<file path="config.mk">
export PLATFORM = sky130hd
export DESIGN_NAME = nf_uart_rx_ctrl
export DESIGN_NICKNAME = d
export VERILOG_FILES = /design/src/rtl/nf_uart_rx_ctrl.sv
export SDC_FILE = /design/constraint.sdc
export NUM_CORES = 1
export LEC_CHECK = 0
export ABC_AREA = 1
export ABC_CLOCK_PERIOD_IN_PS = 2110
export BUFFER_PORTS_ARGS = -buffer_cell sky130_fd_sc_hd__buf_2
export CORE_MARGIN = 8
export CORE_UTILIZATION = 49
export CTS_BUF_LIST = sky130_fd_sc_hd__clkbuf_2
export DETAILED_ROUTE_END_ITERATION = 6
export GPL_ROUTABILITY_DRIVEN = 0
export PLACE_DENSITY = 0.81
export SETUP_SLACK_MARGIN = 0.1
export SYNTH_ARGS = -nofsm -noshare
export SYNTH_HDL_FRONTEND = slang
export SYNTH_SLANG_ARGS = --single-unit
export TNS_END_PERCENT = 30
</file>
<file path="constraint.sdc">
create_clock -name clk -period 2.11 [get_ports clk]
set_clock_uncertainty 0.05 [all_clocks]
set_input_delay 0.211 -clock clk [delete_from_list [all_inputs] [get_ports clk]]
set_output_delay 0.211 -clock clk [all_outputs]
set_load 0.05 [all_outputs]
</file>
<file path="src/rtl/nf_uart_rx_ctrl.sv">
// Receive-side controller for nf_uart_receiver: owns enable/baud config, acknowledges
// each received byte and buffers it in a small FWFT FIFO with sticky overrun.
module nf_uart_rx_ctrl #(
    parameter int          FIFO_DEPTH   = 4,
    parameter logic [15:0] DEFAULT_COMP = 16'd434
) (
    input  logic                          clk,
    input  logic                          resetn,
    input  logic                          cfg_en,
    input  logic                          cfg_we,
    input  logic [15:0]                   cfg_comp,
    output logic                          cfg_err,
    input  logic                          pop,
    output logic [7:0]                    rd_data,
    output logic                          fifo_empty,
    output logic                          fifo_full,
    output logic [$clog2(FIFO_DEPTH):0]   fifo_cnt,
    output logic                          overrun,
    input  logic                          ovr_clr,
    output logic                          rec_en,
    output logic [15:0]                   comp,
    input  logic [7:0]                    rx_data,
    input  logic                          rx_valid,
    output logic                          rx_val_set
);

    localparam int PTR_W = $clog2(FIFO_DEPTH);
    localparam int CNT_W = PTR_W + 1;
    localparam logic [PTR_W-1:0] PTR_ONE  = PTR_W'(1);
    localparam logic [CNT_W-1:0] CNT_ZERO = CNT_W'(0);
    localparam logic [CNT_W-1:0] CNT_ONE  = CNT_W'(1);
    localparam logic [CNT_W-1:0] CNT_FULL = CNT_W'(FIFO_DEPTH);

    typedef enum logic [1:0] {
        ST_IDLE     = 2'd0,
        ST_RUN      = 2'd1,
        ST_CAPTURE  = 2'd2,
        ST_WAIT_CLR = 2'd3
    } state_t;

    state_t            state_r;
    state_t            state_next_s;
    logic              rec_en_s;
    logic              val_set_s;
    logic              cfg_err_s;
    logic [15:0]       comp_next_s;
    logic              rec_en_r;
    logic              val_set_r;
    logic              cfg_err_r;
    logic [15:0]       comp_r;

    logic [7:0]        mem_r [FIFO_DEPTH];
    logic [PTR_W-1:0]  wr_ptr_r;
    logic [PTR_W-1:0]  rd_ptr_r;
    logic [CNT_W-1:0]  cnt_r;
    logic [CNT_W-1:0]  cnt_next_s;
    logic              empty_r;
    logic              full_r;
    logic              overrun_r;
    logic              overrun_next_s;
    logic [7:0]        rd_data_r;
    logic [7:0]        rd_data_next_s;
    logic              capture_s;
    logic              push_s;
    logic              pop_s;
    logic              ovr_set_s;

    // FSM state register
    always_ff @(posedge clk or negedge resetn) begin
        if (!resetn) begin
            state_r <= ST_IDLE;
        end else begin
            state_r <= state_next_s;
        end
    end

    // FSM next-state logic; a pending byte always wins over a disable request
    always_comb begin
        state_next_s = state_r;
        case (state_r)
            ST_IDLE: begin
                if (cfg_en) state_next_s = ST_RUN;
                else        state_next_s = ST_IDLE;
            end
            ST_RUN: begin
                if (rx_valid)     state_next_s = ST_CAPTURE;
                else if (!cfg_en) state_next_s = ST_IDLE;
                else              state_next_s = ST_RUN;
            end
            ST_CAPTURE: begin
                state_next_s = ST_WAIT_CLR;
            end
            ST_WAIT_CLR: begin
                if (rx_valid)    state_next_s = ST_WAIT_CLR;
                else if (cfg_en) state_next_s = ST_RUN;
                else             state_next_s = ST_IDLE;
            end
            default: begin
                state_next_s = ST_IDLE;
            end
        endcase
    end

    // FSM outputs, computed from the next state so the registered copies track the state
    always_comb begin
        rec_en_s    = (state_next_s != ST_IDLE);
        val_set_s   = (state_next_s == ST_CAPTURE);
        cfg_err_s   = 1'b0;
        comp_next_s = comp_r;
        if (cfg_we) begin
            if (state_r == ST_IDLE) begin
                comp_next_s = cfg_comp;
            end else begin
                cfg_err_s = 1'b1;
            end
        end else begin
            cfg_err_s = 1'b0;
        end
    end

    // Registered control outputs
    always_ff @(posedge clk or negedge resetn) begin
        if (!resetn) begin
            rec_en_r  <= 1'b0;
            val_set_r <= 1'b0;
            cfg_err_r <= 1'b0;
            comp_r    <= DEFAULT_COMP;
        end else begin
            rec_en_r  <= rec_en_s;
            val_set_r <= val_set_s;
            cfg_err_r <= cfg_err_s;
            comp_r    <= comp_next_s;
        end
    end

    // FIFO control: a full FIFO still accepts the byte when the head is popped in the same cycle
    always_comb begin
        capture_s = (state_r == ST_CAPTURE);
        pop_s     = pop && !empty_r;
        push_s    = capture_s && (!full_r || pop);
        ovr_set_s = capture_s && full_r && !pop;
        case ({push_s, pop_s})
            2'b10:   cnt_next_s = cnt_r + CNT_ONE;
            2'b01:   cnt_next_s = cnt_r - CNT_ONE;
            default: cnt_next_s = cnt_r;
        endcase
        if (ovr_set_s)    overrun_next_s = 1'b1;
        else if (ovr_clr) overrun_next_s = 1'b0;
        else              overrun_next_s = overrun_r;
        rd_data_next_s = rd_data_r;
        if (push_s && empty_r) begin
            rd_data_next_s = rx_data;
        end else if (pop_s) begin
            if (cnt_r != CNT_ONE)  rd_data_next_s = mem_r[rd_ptr_r + PTR_ONE];
            else if (push_s)       rd_data_next_s = rx_data;
            else                   rd_data_next_s = rd_data_r;
        end else begin
            rd_data_next_s = rd_data_r;
        end
    end

    // FIFO storage, pointers, flags and head register
    always_ff @(posedge clk or negedge resetn) begin
        if (!resetn) begin
            for (int i = 0; i < FIFO_DEPTH; i++) begin
                mem_r[i] <= 8'h00;
            end
            wr_ptr_r  <= '0;
            rd_ptr_r  <= '0;
            cnt_r     <= CNT_ZERO;
            empty_r   <= 1'b1;
            full_r    <= 1'b0;
            overrun_r <= 1'b0;
            rd_data_r <= 8'h00;
        end else begin
            if (push_s) begin
                mem_r[wr_ptr_r] <= rx_data;
                wr_ptr_r        <= wr_ptr_r + PTR_ONE;
            end
            if (pop_s) begin
                rd_ptr_r <= rd_ptr_r + PTR_ONE;
            end
            cnt_r     <= cnt_next_s;
            empty_r   <= (cnt_next_s == CNT_ZERO);
            full_r    <= (cnt_next_s == CNT_FULL);
            overrun_r <= overrun_next_s;
            rd_data_r <= rd_data_next_s;
        end
    end

    assign rec_en     = rec_en_r;
    assign rx_val_set = val_set_r;
    assign cfg_err    = cfg_err_r;
    assign comp       = comp_r;
    assign rd_data    = rd_data_r;
    assign fifo_empty = empty_r;
    assign fifo_full  = full_r;
    assign fifo_cnt   = cnt_r;
    assign overrun    = overrun_r;

endmodule

</file>
==> results.md, run 1 <==
- Std cell rows: 30
- Yosys top cell area share: 0.493
- Pre-CTS WS: 0.302 ns
- Mapped Nets: 391
- Leakage power: 2.21 nW
- TritonRoute pass-1 iters: 4
- Vias: 2629
- Remaining global-route overflow: 0
- Seq pwr share: 0.378
- Worst EP required: 2.50 ns
- Dominant cells by area after synthesis: dfrtp_1 49%, nand2_1 14%, mux2_2 5.5%, dfstp_2 4.8%, ha_1 3.8%
- Pin count of the biggest net entering global routing: 52
- Pint: 3.25 mW
- CP max stage cell: dfrtp_1
- Core area: 0.00664 mm^2
- Layout cells sized above 1: 0.286
- Syn Std Cell Area: 0.00330 mm^2
- Port buffer count: 63
- CP Launch Type: register
- Worst Slack Setup Final: 0.255 ns
- Die Width: 98.1 um
- Final Max Slew Viols: 0
- Nets: 490
- Post-route minimum period: 1.85 ns
- Final setup vio count: 0
- Average size of a mapped cell: 9.43 um^2
- Drt total wl: 7.48 mm
- Tcrit/Tclk final: 0.879
- CTS tree: built
- Yosys warning count: 0
- Largest fanout on the critical path: 6
- Combinational Power Share: 0.507
- Non-Filler Instances: 534
- Worst Tran Pin Value: 0.465 ns
- Status: finished clean
- Total track usage: 0.164
- Worst Hold Class: in2reg
- Largest stage delay, worst path: 0.49 ns
- Vias in the first global route: 2704
- Arr. time, crit path: 2.25 ns
- Die area: 0.00961 mm^2
- Max VDD drop: 0.537 mV
- Inst Count DP: 489
- Fill count: 567
- Fmax: 539 MHz
- Switch share: 0.485
- Total clock buffers created by CTS: 9
- Final core occ: 0.614
- Seq. cell area: 0.00178 mm^2
- Net Sw Power: 3.05 mW
- Synth unique cells: 27
- Yosys top cell by area: dfrtp_1
- Initial Utilization: 0.497
- Clock power share: 0.115
- Headroom to the max-slew limit: 0.690
- CP cell instances: nor2_4, nand2_4, ha_1, inv_1, nand3_1, o21ai_0, o211ai_1, nor2_1
- Most common cell after layout, fill and taps aside: nand2_1
- Iteration-0 DRC Markers: 141
- Clock Latency Late Sink: 0.50 ns
- Max cap viols: 0
- Root Driver: clkbuf_2
- First-pass GRT wire length: 12.8 mm
- DRC Markers: 0
- Die height: 98.1 um
- Final HPWL DP: 5.19 mm
- Seq/Total Area, Yosys: 0.541
- Antenna diode count: 0
- Final hold vios: 0
- RSZ-0062 raised after global routing: false
- Synthesis-to-layout area growth: 23.6%
- H-Tree Depth: 3
- CP endpoint kind: register
- CP Class: reg2reg
- Synth Instances: 350
- # IOs: 64
- Area of the multi-input gates: 0.00131 mm^2
- Max Root-Sink Buffers: 2
- Wire per inst: 14.0 um
- Power per cell area: 1540 mW/mm^2
- Fin Hold WS: 0.0299 ns
- Clock sink count: 71
- Register bit total from synthesis: 71
- Routed Antenna Nets: 0
- Clock transition at path regs: 0.17 ns
- Most frequent cells in the layout: 123 x nand2_1, 65 x dfrtp_1, 63 x buf_2
- Initial antenna violation count: 0
- Via density: 4.92
- Final TNS setup: 0 ns
power by group through the flow:
stage | Sequential (mW) | Combinational [mW] | Clock (mW)
floorplan | 3.29 | 1.51 | 0
global placement | 2.36 | 3.07 | 0
detailed placement | 2.40 | 3.16 | 0
CTS | 2.38 | 3.21 | 0.751
global route | 2.46 | 3.52 | 0.802
finish | 2.38 | 3.19 | 0.727
cell families after synthesis:
group | share of synthesized area
compound gates | 0.0861
xor+xnor | 0.00531
fa+ha+maj | 0.0379
buf+inv | 0.0633
flops | 0.541
mux | 0.0546
simple gates | 0.212
worst max-delay path: cells and delay by family (launching register included):
| kind | cells | cell delay, ns |
|---|---|---|
| and+or+nand+nor | 4 | 0.52 |
| DFF | 1 | 0.49 |
| adders and majority gates | 1 | 0.32 |
| AOI/OAI and AO/OA | 2 | 0.28 |
| buffers and inverters | 1 | 0.15 |
per-layer routing:
| metal | global-route usage | wire (um) |
|---|---|---|
| met2 | 0.263 | 3340 |
| met5 | 0 | 0 |
| met3 | 0.0448 | 642 |
| met1 | 0.203 | 3410 |
| met4 | 0.0695 | 94 |
synthesized netlist by cell type:
| library cell | n |
|---|---|
| inv_1 | 29 |
| o21ai_0 | 3 |
| nand3_1 | 17 |
| xor2_1 | 2 |
| nor2_1 | 7 |
| inv_2 | 4 |
| o22ai_1 | 1 |
| nand2_4 | 6 |
| o21ai_1 | 24 |
| nand2_2 | 2 |
| nor2_4 | 1 |
| ha_1 | 10 |
| o21ai_2 | 8 |
| a21oi_1 | 8 |
| nand3_2 | 1 |
| buf_6 | 5 |
| nor2_2 | 4 |
| o32ai_1 | 1 |
| buf_4 | 1 |
| mux2_2 | 16 |
| buf_2 | 2 |
| dfstp_2 | 6 |
| o211ai_1 | 2 |
| o221ai_1 | 1 |
| inv_8 | 1 |
| dfrtp_1 | 65 |
| nand2_1 | 123 |
metrics by stage:
| stage | power (mW) | instance area [um^2] |
|---|---|---|
| final | 6.30 | 4080 |
| after global routing | 6.78 | 4080 |
| after CTS | 6.34 | 4080 |
| after detailed placement | 5.57 | 3680 |
| after global placement | 5.44 | 3680 |
| after floorplan | 4.80 | 3300 |
state kept, by name (all words and copies together), names as in the netlist:
register	flops
fifo_full	1
rx_val_set	1
fifo_cnt	3
mem_r	32
comp	16
overrun	1
state_r	2
cfg_err	1
rd_ptr_r	2
rd_data	8
rec_en	1
fifo_empty	1
wr_ptr_r	2
path summary, 6_finish.rpt:
| kind | slack [ns] | endpoint | cells past startpoint | startpoint |
|---|---|---|---|---|
| max in group asynchronous | 1.23 | fifo_empty$_DFF_PN1_ | 3 | resetn |
| setup reg to reg | 0.26 | fifo_empty$_DFF_PN1_ | 8 | state_r[0]$_DFF_PN0_ |
| hold reg to reg | 0.45 | rx_val_set$_DFF_PN0_ | 1 | state_r[1]$_DFF_PN0_ |
| min in group asynchronous | 0.13 | overrun$_DFFE_PN0P_ | 2 | resetn |
| setup / recovery | 0.26 | fifo_empty$_DFF_PN1_ | 8 | state_r[0]$_DFF_PN0_ |
| hold / removal | 0.03 | rd_ptr_r[1]$_DFFE_PN0P_ | 5 | pop |
final cells by class:
| class | instances | share of cell area |
|---|---|---|
| Inverter | 34 | 0.0331 |
| Clock inverter | 5 | 0.0123 |
| Timing Repair Buffer | 96 | 0.159 |
| Sequential cell | 71 | 0.437 |
| Tap cell | 80 | 0.0245 |
| Multi-Input combinational cell | 237 | 0.320 |
| Clock buffer | 11 | 0.0135 |
what timing repair did:
| action | 4_1_cts | 5_1_grt |
|---|---|---|
| resized for setup | 0 | 0 |
| endpoints found under the hold margin | 87 | 0 |
| hold buffers | 29 | 0 |
| buffers inserted | 0 | 0 |
No activity file was read; power rests on OpenSTA's default activity.
==> run 2: changes to the inputs <==
PLACE_DENSITY = 0.83   (was 0.81)
==> run 2 against run 1 <==
Largest power group unchanged. Power increased by 2.8%. Clock power rose by 21%. Utilization increased by 0.60 points.
==> results.md, run 2 (synthesis gave the netlist of run 1 again) <==
- Nets: 491 (was 490)
- Worst EP required: 2.48 ns (was 2.50 ns)
- CP cell instances: nor2_4, nand2_4, ha_1, inv_1, nand3_1, o21ai_0, o211ai_1, nor2_1 (unchanged)
- Clock transition at path regs: 0.19 ns (was 0.17 ns)
- CTS tree: built (unchanged)
- Arr. time, crit path: 2.21 ns (was 2.25 ns)
- H-Tree Depth: 3 (unchanged)
- Port buffer count: 63 (unchanged)
- DRC Markers: 0 (unchanged)
- Total track usage: 0.169 (was 0.164)
- CP max stage cell: dfrtp_2 (was dfrtp_1)
- Pre-CTS WS: 0.312 ns (was 0.302 ns)
- CP Class: reg2reg (unchanged)
- Std cell rows: 30 (unchanged)
- Fill count: 547 (was 567)
- Max VDD drop: 0.941 mV (was 0.537 mV)
- Clock Latency Late Sink: 0.48 ns (was 0.50 ns)
- Worst Slack Setup Final: 0.271 ns (was 0.255 ns)
- Die area: 0.00961 mm^2 (unchanged)
- Worst Tran Pin Value: 0.408 ns (was 0.465 ns)
- Root Driver: clkbuf_2 (unchanged)
- Area of the multi-input gates: 0.00131 mm^2 (unchanged)
- Max Root-Sink Buffers: 2 (unchanged)
- Pin count of the biggest net entering global routing: 72 (was 52)
- Switch share: 0.477 (was 0.485)
- Total power: 6.48 mW (was 6.30 mW)
- Net Sw Power: 3.09 mW (was 3.05 mW)
- Die height: 98.1 um (unchanged)
- Wire per inst: 14.4 um (was 14.0 um)
- Vias: 2674 (was 2629)
- Power per cell area: 1570 mW/mm^2 (was 1540 mW/mm^2)
- Leakage power: 2.22 nW (was 2.21 nW)
- Status: finished clean (unchanged)
- Vias in the first global route: 2691 (was 2704)
- Antenna diode count: 0 (unchanged)
- Core area: 0.00664 mm^2 (unchanged)
- # IOs: 64 (unchanged)
- Max reg flops: 32 (unchanged)
- CP Launch Type: register (unchanged)
- Most flops, register: mem_r (unchanged)
- Max cap viols: 0 (unchanged)
- Remaining global-route overflow: 0 (unchanged)
- Most frequent cells in the layout: 123 x nand2_1, 64 x dfrtp_1, 63 x buf_2 (was 123 x nand2_1, 65 x dfrtp_1, 63 x buf_2)
- Final HPWL DP: 5.02 mm (was 5.19 mm)
- Pint: 3.39 mW (was 3.25 mW)
- Routed Antenna Nets: 0 (unchanged)
- Drt total wl: 7.70 mm (was 7.48 mm)
- Fmax: 544 MHz (was 539 MHz)
- Final TNS setup: 0 ns (unchanged)
- Initial Utilization: 0.497 (unchanged)
- CP endpoint kind: register (unchanged)
- Via density: 5.00 (was 4.92)
- Seq. cell area: 0.00179 mm^2 (was 0.00178 mm^2)
- Clock sink count: 71 (unchanged)
- Fin Hold WS: 0.0741 ns (was 0.0299 ns)
- Clock power share: 0.136 (was 0.115)
- RSZ-0062 raised after global routing: false (unchanged)
- Seq pwr share: 0.369 (was 0.378)
- Post-route minimum period: 1.84 ns (was 1.85 ns)
- Layout cells sized above 1: 0.295 (was 0.286)
- Largest fanout on the critical path: 6 (unchanged)
- Most common cell after layout, fill and taps aside: nand2_1 (unchanged)
- Headroom to the max-slew limit: 0.728 (was 0.690)
- Worst Hold Class: in2reg (unchanged)
- Final hold vios: 0 (unchanged)
- Combinational Power Share: 0.494 (was 0.507)
- TritonRoute pass-1 iters: 4 (unchanged)
- Die Width: 98.1 um (unchanged)
- Synthesis-to-layout area growth: 24.8% (was 23.6%)
- Initial antenna violation count: 0 (unchanged)
- Total clock buffers created by CTS: 9 (unchanged)
- Top delay family on crit path: simple AND/OR/NAND/NOR gates (unchanged)
- WP buf/inv: 1 (unchanged)
- Largest stage delay, worst path: 0.49 ns (about the same)
- Iteration-0 DRC Markers: 119 (was 141)
- Final setup vio count: 0 (unchanged)
- Final Max Slew Viols: 0 (unchanged)
- First-pass GRT wire length: 12.9 mm (was 12.8 mm)
- Tcrit/Tclk final: 0.872 (was 0.879)
==> run 2: metal layers <==
metal | wire [um] | track usage | vias to the layer above | share of wire
met5 | 0 | 0 | - | 0
met4 | 68 | 0.0695 | 0 | 0.0088
met3 | 449 | 0.0455 | 7 | 0.058
met2 | 4050 | 0.296 | 77 | 0.53
met1 | 3130 | 0.189 | 1272 | 0.41
li1 | - | - | 1318 | -
==> run 2: layout make-up <==
| class | instances | share of cell area |
|---|---|---|
| Sequential cell | 71 | 0.433 |
| Multi-Input combinational cell | 237 | 0.317 |
| Timing Repair Buffer | 97 | 0.159 |
| Inverter | 34 | 0.0328 |
| Tap cell | 80 | 0.0243 |
| Clock inverter | 6 | 0.0210 |
| Clock buffer | 10 | 0.0122 |
==> run 2: power by group through the flow <==
stage / logic [mW] / registers (mW) / clock network [mW]
floorplan: 1.51 / 3.29 / 0
global placement: 3.09 / 2.38 / 0
detailed placement: 3.16 / 2.41 / 0
CTS: 3.21 / 2.38 / 0.904
global route: 3.50 / 2.48 / 0.964
finish: 3.20 / 2.39 / 0.883
==> run 2: final timing paths <==
kind / to / slack [ns] / startpoint / depth (start not counted)
setup / recovery: fifo_empty$_DFF_PN1_ / 0.27 / state_r[0]$_DFF_PN0_ / 8
hold / removal: rd_ptr_r[1]$_DFFE_PN0P_ / 0.07 / pop / 5
setup reg to reg: fifo_empty$_DFF_PN1_ / 0.27 / state_r[0]$_DFF_PN0_ / 8
hold reg to reg: rx_val_set$_DFF_PN0_ / 0.44 / state_r[1]$_DFF_PN0_ / 1
max in group asynchronous: fifo_empty$_DFF_PN1_ / 1.46 / resetn / 3
min in group asynchronous: mem_r[15]$_DFFE_PN0P_ / 0.17 / resetn / 3
==> run 2: stage by stage <==
step                 util  std cells  instance area (um^2)
floorplan               -        350                  3300
global placement    0.556        490                  3690
detailed placement  0.556        490                  3690
CTS                 0.620        535                  4120
global route        0.620        535                  4120
finish              0.620        535                  4120
==> run 2: repair_timing <==
action	in CTS	in global routing
hold endpoints to repair	123	0
hold buffers	29	0
resized for setup	0	1
setup endpoints to repair	0	1
buffers inserted	0	0
==> run 2: tightest hold or removal path, cell delays in order <==
cell,delay [ns]
buf_2,0.10
inv_1,0.08
nor2_2,0.07
nand2_1,0.07
nand2_1,0.04
==> run 3: changes to the inputs <==
CORE_ASPECT_RATIO = 1.75   (was unset)
==> run 3 against run 2 <==
Via count decreased by 0.64%. Final area increased by 0.40%. Non-clock buffer count increased by 1. Clock power is 4.2% lower. Die area up 1.1%. Hold slack gained 0.092 ns. Sequential share of layout area decreased by 0.17 points. First-iteration DRC count up 5.9%. Critical path type unchanged. Largest cell class unchanged. Highest routed layer unchanged.
==> results.md, run 3 (synthesis gave the netlist of run 1 again) <==
- Initial Utilization: 0.505 (was 0.497)
- Remaining global-route overflow: 0 (unchanged)
- Most flops, register: mem_r (unchanged)
- Max Root-Sink Buffers: 2 (unchanged)
- Headroom to the max-slew limit: 0.608 (was 0.728)
- Std cell rows: 39 (was 30)
- Final Max Slew Viols: 0 (unchanged)
- Iteration-0 DRC Markers: 126 (was 119)
- Vias in the first global route: 2803 (was 2691)
- Max cap viols: 0 (unchanged)
- Worst Tran Pin Value: 0.588 ns (was 0.408 ns)
- Clock transition at path regs: 0.18 ns (was 0.19 ns)
- Nets: 492 (was 491)
- H-Tree Depth: 3 (unchanged)
- Tcrit/Tclk final: 0.867 (was 0.872)
- Pin count of the biggest net entering global routing: 31 (was 72)
- Final hold vios: 0 (unchanged)
- Clock sink count: 71 (unchanged)
- RSZ-0062 raised after global routing: false (unchanged)
- Post-route minimum period: 1.83 ns (was 1.84 ns)
- Arr. time, crit path: 2.25 ns (was 2.21 ns)
- CP endpoint kind: register (unchanged)
- Wire per inst: 14.1 um (was 14.4 um)
- Vias: 2657 (was 2674)
- Fill count: 533 (was 547)
- CP Launch Type: register (unchanged)
- Die Width: 78.0 um (was 98.1 um)
- Layout cells sized above 1: 0.289 (was 0.295)
- Worst Hold Class: in2async (was in2reg)
- Via density: 4.93 (was 5.00)
- Reg2reg start: state_r[0]$_DFF_PN0_ (unchanged)
- Most common cell after layout, fill and taps aside: nand2_1 (unchanged)
- Die area: 0.00972 mm^2 (was 0.00961 mm^2)
- Clock Latency Late Sink: 0.51 ns (was 0.48 ns)
- Root Driver: clkbuf_2 (unchanged)
- Status: finished clean (unchanged)
- Largest fanout on the critical path: 6 (unchanged)
- Drt total wl: 7.62 mm (was 7.70 mm)
- Final HPWL DP: 5.15 mm (was 5.02 mm)
- Die height: 125 um (was 98.1 um)
- # IOs: 64 (unchanged)
- Routed Antenna Nets: 0 (unchanged)
- Final TNS setup: 0 ns (unchanged)
- Initial antenna violation count: 1 (was 0)
- Worst Reg2Reg Path Length in Cells: 8 (unchanged)
- Max reg flops: 32 (unchanged)
- Seq. cell area: 0.00179 mm^2 (unchanged)
- Area of the multi-input gates: 0.00131 mm^2 (unchanged)
- Power per cell area: 1560 mW/mm^2 (was 1570 mW/mm^2)
- Leakage power: 2.22 nW (about the same)
- Setup bufs post-CTS: 0 (unchanged)
- CTS tree: built (unchanged)
- Core area: 0.00654 mm^2 (was 0.00664 mm^2)
- TritonRoute pass-1 iters: 5 (was 4)
- DRC Markers: 0 (unchanged)
- Most frequent cells in the layout: 123 x nand2_1, 64 x dfrtp_1, 63 x buf_2 (unchanged)
- Total clock buffers created by CTS: 9 (unchanged)
- Final setup vio count: 0 (unchanged)
- Worst EP required: 2.53 ns (was 2.48 ns)
- Crit. Startpoint: state_r[0]$_DFF_PN0_ (unchanged)
- CP Class: reg2reg (unchanged)
- First-pass GRT wire length: 12.9 mm (about the same)
- Port buffer count: 63 (unchanged)
- Total track usage: 0.164 (was 0.169)
- Fmax: 547 MHz (was 544 MHz)
- Total power: 6.45 mW (was 6.48 mW)
- Max VDD drop: 0.712 mV (was 0.941 mV)
- Synthesis-to-layout area growth: 25.3% (was 24.8%)
-- run 3: layout make-up --
cell class / instances / share of cell area
inverter: 34 / 0.0327
sequential: 71 / 0.432
tap: 82 / 0.0248
timing repair buffer: 98 / 0.162
multi-input combinational: 237 / 0.316
clock buffer: 10 / 0.0121
clock inverter: 6 / 0.0206
antenna: 1 / 0.000605
-- run 3: critical path: stages, from the launching register on --
cell and delay [ns]:
dfrtp_2 0.50, nor2_4 0.17, nand2_4 0.11, ha_1 0.32
inv_1 0.15, nand3_1 0.09, o21ai_0 0.12, o211ai_1 0.16
nor2_1 0.13
-- run 3: final timing paths --
check / slack (ns) / to
hold / removal: 0.17 / rd_ptr_r[0]$_DFFE_PN0P_
setup / recovery: 0.28 / fifo_empty$_DFF_PN1_
hold reg to reg: 0.46 / rd_data[2]$_DFFE_PN0P_
setup reg to reg: 0.28 / fifo_empty$_DFF_PN1_
min in group clk: 0.37 / overrun$_DFFE_PN0P_
max in group asynchronous: 1.14 / comp[7]$_DFFE_PN1P_
-- run 3: routing by layer --
metal	wire, um	GRT usage	part of all wire	up-vias
li1	-	-	-	1324
met1	2970	0.177	0.39	1225
met2	4000	0.287	0.52	91
met3	458	0.0376	0.060	17
met4	184	0.0856	0.024	0
met5	0	0	0	-
-- run 3: power breakdown --
part | switching, mW | internal, mW
clock network | 0.453 | 0.393
registers | 0.391 | 2.00
logic | 2.24 | 0.966
total | 3.08 | 3.36
-- run 3: timing repair --
item,CTS,global route
resized for setup,0,1
setup endpoints to repair,0,1
endpoints found under the hold margin,80,0
hold buffers,31,0
-- run 3: per-stage QoR --
| step | setup slack (ns) | util | hold WS [ns] | instance area, um^2 | std cells |
|---|---|---|---|---|---|
| 3_5_place_dp | 0.311 | 0.564 | 0.192 | 3690 | 491 |
| 3_3_place_gp | 0.406 | 0.564 | 0.194 | 3690 | 491 |
| 6_report | 0.280 | 0.632 | 0.166 | 4140 | 539 |
| 2_1_floorplan | 0.242 | - | -0.135 | 3300 | 350 |
| 5_1_grt | 0.107 | 0.632 | 0.203 | 4140 | 539 |
| 4_1_cts | 0.259 | 0.632 | 0.169 | 4130 | 538 |
